## src/rtl/jstk_poller.sv

```systemverilog
// Poll sequencer and response decoder for the PmodJSTK SPI wrapper: requests a
// transfer every poll period, waits for a full SS low/high cycle, then unpacks the data.
module jstk_poller #(
  parameter int POLL_CYCLES    = 1_000_000,
  parameter int TIMEOUT_CYCLES = 200_000,
  parameter int DEADZONE       = 128
) (
  input  logic        CLK,
  input  logic        RST,
  input  logic        en,
  input  logic [1:0]  led,
  input  logic        SS,
  input  logic [39:0] DOUT,
  output logic        sndRec,
  output logic [7:0]  DIN,
  output logic [9:0]  x,
  output logic [9:0]  y,
  output logic [2:0]  btn,
  output logic [2:0]  btn_press,
  output logic [3:0]  dir,
  output logic        valid,
  output logic        timeout
);

  localparam int PW = $clog2(POLL_CYCLES);
  localparam int TW = $clog2(TIMEOUT_CYCLES);
  localparam logic [PW-1:0] POLL_LAST = PW'(POLL_CYCLES - 1);
  localparam logic [TW-1:0] TMO_LAST  = TW'(TIMEOUT_CYCLES - 1);
  localparam logic [10:0]   HI_LIM    = 11'(512 + DEADZONE);
  localparam logic [10:0]   LO_LIM    = 11'(512 - DEADZONE);

  typedef enum logic [1:0] {IDLE, REQ, BUSY, CAPTURE} state_t;

  state_t        state, next_state;
  logic          ss_meta, ss_s;
  logic [PW-1:0] poll_cnt;
  logic [TW-1:0] tmo_cnt;
  logic          tick, tmo_hit;
  logic          start, capture, abort;
  logic [9:0]    new_x, new_y;
  logic [3:0]    new_dir;
  logic          unused_dout;

  // SS comes from another clock domain; only the synchronized copy is trusted
  always_ff @(posedge CLK or negedge RST) begin
    if (!RST) begin
      ss_meta <= 1'b1;
      ss_s    <= 1'b1;
    end else begin
      ss_meta <= SS;
      ss_s    <= ss_meta;
    end
  end

  always_ff @(posedge CLK or negedge RST) begin
    if (!RST)      poll_cnt <= '0;
    else if (tick) poll_cnt <= '0;
    else           poll_cnt <= poll_cnt + PW'(1);
  end

  assign tick    = (poll_cnt == POLL_LAST);
  assign tmo_hit = (tmo_cnt == TMO_LAST);

  always_ff @(posedge CLK or negedge RST) begin
    if (!RST)                                tmo_cnt <= '0;
    else if (start)                          tmo_cnt <= '0;
    else if (state == REQ || state == BUSY)  tmo_cnt <= tmo_cnt + TW'(1);
  end

  always_ff @(posedge CLK or negedge RST) begin
    if (!RST) state <= IDLE;
    else      state <= next_state;
  end

  // Timeout wins over a simultaneous SS edge so an abort never races a capture
  always_comb begin
    next_state = state;
    case (state)
      IDLE:    if (tick && en && ss_s) next_state = REQ;
      REQ:     if (tmo_hit) next_state = IDLE; else if (!ss_s) next_state = BUSY;
      BUSY:    if (tmo_hit) next_state = IDLE; else if (ss_s)  next_state = CAPTURE;
      CAPTURE: next_state = IDLE;
      default: next_state = IDLE;
    endcase
  end

  always_comb begin
    sndRec  = 1'b0;
    start   = 1'b0;
    capture = 1'b0;
    abort   = 1'b0;
    case (state)
      IDLE:    start = (next_state == REQ);
      REQ:     begin sndRec = 1'b1; abort = tmo_hit; end
      BUSY:    abort = tmo_hit;
      CAPTURE: capture = 1'b1;
      default: ;
    endcase
  end

  assign new_x   = {DOUT[25:24], DOUT[39:32]};
  assign new_y   = {DOUT[9:8], DOUT[23:16]};
  assign new_dir = {({1'b0, new_y} > HI_LIM), ({1'b0, new_y} < LO_LIM),
                    ({1'b0, new_x} < LO_LIM), ({1'b0, new_x} > HI_LIM)};
  assign unused_dout = ^{DOUT[31:26], DOUT[15:10], DOUT[7:3]};

  always_ff @(posedge CLK or negedge RST) begin
    if (!RST) begin
      DIN       <= 8'h80;
      x         <= 10'd512;
      y         <= 10'd512;
      btn       <= 3'b000;
      btn_press <= 3'b000;
      dir       <= 4'b0000;
      valid     <= 1'b0;
      timeout   <= 1'b0;
    end else begin
      valid     <= capture;
      timeout   <= abort;
      btn_press <= capture ? (DOUT[2:0] & ~btn) : 3'b000;
      if (start) DIN <= {6'b100000, led};
      if (capture) begin
        x   <= new_x;
        y   <= new_y;
        btn <= DOUT[2:0];
        dir <= new_dir;
      end
    end
  end

endmodule
```

## config.mk

```make
export PLATFORM = sky130hd
export DESIGN_NAME = jstk_poller
export DESIGN_NICKNAME = d
export VERILOG_FILES = /design/src/rtl/jstk_poller.sv
export SDC_FILE = /design/constraint.sdc
export NUM_CORES = 1
export LEC_CHECK = 0
export CAP_MARGIN = 5
export CORE_MARGIN = 8
export CORE_UTILIZATION = 25
export DETAILED_ROUTE_END_ITERATION = 6
export GPL_ROUTABILITY_DRIVEN = 0
export HOLD_SLACK_MARGIN = 0.1
export PLACE_DENSITY = 0.57
export SETUP_SLACK_MARGIN = 0.3
export SYNTH_ARGS = -nofsm -noshare
export SYNTH_HDL_FRONTEND = slang
export SYNTH_SLANG_ARGS = --single-unit
export TNS_END_PERCENT = 5
```

## constraint.sdc

```tcl
create_clock -name CLK -period 5.5 [get_ports CLK]
set_input_delay 1.1 -clock CLK [delete_from_list [all_inputs] [get_ports CLK]]
set_output_delay 1.1 -clock CLK [all_outputs]
set_load 0.05 [all_outputs]
```

==> results.toml <==
[synthesis]
synth_edf_count = 0
synth-compound-area-share = 0.0355
ys_ff_latch = 76
synthArstFlopShare = 1.00
syn_inst = 295
synth_mux_area_frac = 0.0968
ys.flop_type = "dfrtp_1"
yosys_warnings = 0
synth_cell_types = 40
synthXorXnorAreaFrac = 0.0828
synth_seq_area_share = 0.563
yosys.area_share.simple = 0.158
synth_top_family_by_area = "simple AND/OR/NAND/NOR gates"
synth_area_leader_cell = "dfrtp_1"
ys_top_cells_by_area = "dfrtp_1, mux2_2, xnor2_1"
postSynthAreaPerCell_sq_um = 11.5
syn-cell-area_sq_mm = 0.00339
synth_top_area_frac = 0.532
synth-adder-area-share = 0.0222

[pwr]
power.share.sequential = 0.362
combPwrFrac = 0.400
intPower_mw = 1.44
p_total_mw = 2.36
p_sw_frac = 0.392
p_leak_nw = 1.94
ir_drop_v = 0.000248
pwr_density_cell_mw_per_mm2 = 532
net-switching-power_mw = 0.927
pwr-share-clk = 0.238

[worst_setup_path]
crit_fanout = 5
worstSetupPathType = "flip-flop to primary output"
cp.required_ns = 4.40
crit_arrival_ns = 1.96
end_kind = "primary output"
cp-start-kind = "flip-flop"

[cells_and_area]
drive_above_1_share = 0.134
multi_input_area_sq_mm = 0.00136
final_cell_area_sq_mm = 0.00445
antennaDiodeCount = 0
nets = 413
regArea_sq_mm = 0.00191
area_growth_pct = 31.4
fill_cells = 1350

[sta]
worst_slew_pin_slew_ns = 0.963
min_period_ns = 3.06
grt_setup_unrepaired = "false"
finalSetupTns_ns = 0
hold_viol_final = 0
finClkSkew_ns = 0.00959
max_freq_mhz = 327
setup_viol = 0
finalCritPeriodShare = 0.556
max-slew-margin-rel = 0.352
slew_violations = 0

[floorplan]
std_cell_rows = 42
fp.dieW_um = 132
dieArea_sq_mm = 0.0175
die_h_um = 132
ioPinCount = 87
initial_core_util = 0.256
core_area_sq_mm = 0.0132

[cts]
cts_resized = 0
ctsHoldBuffers = 0
cts_buffer_depth = 2
insertion_delay_ns = 0.33
clockRootBuffer = "clkbuf_16"
clock-sinks = 76
cts_tree = "built"
numCtsBuffers = 9
cts_setup_buffers = 0
path_clk_slew_ns = 0.05
htree_num_levels = 3

[placed_design]
port_buffers = 63
dpl.hpwl_um = 4930
place_area_sq_mm = 0.00417

[grt]
track_usage = 0.0846
grt_overflow = 0
grt_pass1_wl_um = 12100
antenna_found_initial = 0
grt_pass1_vias = 2405
grt_max_degree = 77

[drt]
drc = 0
vias_per_cell = 4.32
ant_nets = 0
dr.pass1.iters = 4
drt_iter0_markers = 103
wl_per_cell_um = 12.8
wl_um = 6930
vias = 2343

[job]
cap_violations = 0

[min_path]
hp-class = "flip-flop to flip-flop"

[outcome]
outcome = "completed"
==> placed cells by master (no fill, tap or decap), drive strengths merged, types with 2 or more instances in the layout <==
master,instances
dfrtp,72
clkdlybuf4s50,62
nor2,35
mux2,27
xnor2,20
nand3,15
nand2,14
clkbuf,13
inv,12
xor2,12
nor3,8
nor4,7
nand4,7
o21ai,7
and3,6
ha,6
conb,6
dfstp,4
nor2b,3
or4,3
a31o,2
and3b,2
or3,2
mux2i,2
nand3b,2
a21oi,2
a21boi,2
o211ai,2
clkinv,2
buf,2
==> routing by layer <==
metal,GRT usage,wire length (um),vias up
met5,0,0,-
met4,0.0416,140,0
met3,0.0343,439,10
met2,0.120,2890,66
met1,0.109,3460,1138
li1,-,-,1129
==> layout make-up <==
| type | instances | share of cell area |
|---|---|---|
| timing repair buffer | 64 | 0.143 |
| clock buffer | 13 | 0.0540 |
| multi-input combinational | 198 | 0.306 |
| clock inverter | 3 | 0.00900 |
| sequential | 76 | 0.429 |
| inverter | 12 | 0.0101 |
| tap | 176 | 0.0495 |
==> power groups by stage <==
stage	logic (mW)	registers [mW]	clock network, mW
2_1_floorplan	0.286	1.22	0
4_1_cts	0.958	0.858	0.584
3_5_place_dp	0.955	0.866	0
5_1_grt	1.01	0.885	0.606
3_3_place_gp	0.945	0.862	0
6_report	0.947	0.856	0.562
==> cells by family after synthesis <==
family,after synthesis
mux,29
other cells,2
xor+xnor,32
flops,76
fa+ha+maj,6
simple gates,106
compound gates,19
buf+inv,25
==> synth_stat cells, types with 2 or more instances <==
cell type,n
dfrtp_1,72
nor2_1,35
mux2_2,26
xnor2_1,20
nand3_1,15
nand2_1,14
inv_1,12
xor2_1,12
nand4_1,7
nor3_1,7
nor4_1,7
o21ai_0,7
and3_1,6
buf_4,6
ha_1,6
dfstp_2,4
nor2b_1,3
a21boi_0,2
a21oi_1,2
a31o_2,2
and3b_1,2
buf_1,2
buf_6,2
clkbuf_1,2
conb_1,2
mux2i_1,2
nand3b_1,2
o211ai_1,2
or3_1,2
or4_1,2
==> worst max-delay path: stages (launching register included) <==
cell,delay (ns)
dfrtp_1,0.42
inv_1,0.13
ha_1,0.24
clkdlybuf4s50_1,0.84
==> registers in the layout, indices dropped and copies added, names as in the netlist <==
register / cells
DIN: 2
btn: 3
btn_press: 3
dir: 4
poll_cnt: 20
ss_meta: 1
ss_s: 1
state: 2
timeout: 1
tmo_cnt: 18
valid: 1
x: 10
y: 10
==> per-stage QoR <==
step,setup slack [ns],std cells,hold WS [ns],utilization
3_5_place_dp,2.72,526,0.349,0.315
6_report,2.44,542,0.358,0.336
2_1_floorplan,3.32,299,0.345,-
5_1_grt,2.36,542,0.360,0.336
3_3_place_gp,2.73,526,0.346,0.315
4_1_cts,2.44,542,0.356,0.336
==> path summary, 6_finish.rpt <==
check	startpoint	endpoint	slack, ns	cells after the start
min	ss_meta	ss_s	0.36	0
min reg2reg	ss_meta	ss_s	0.36	0
max reg2reg	poll_cnt[6]	state[1]	2.89	5
min in group asynchronous	RST	y[2]	0.92	1
max	state[1]	sndRec	2.44	3
max in group asynchronous	RST	tmo_cnt[7]	3.98	1
Power figures use the tool's default switching activity.
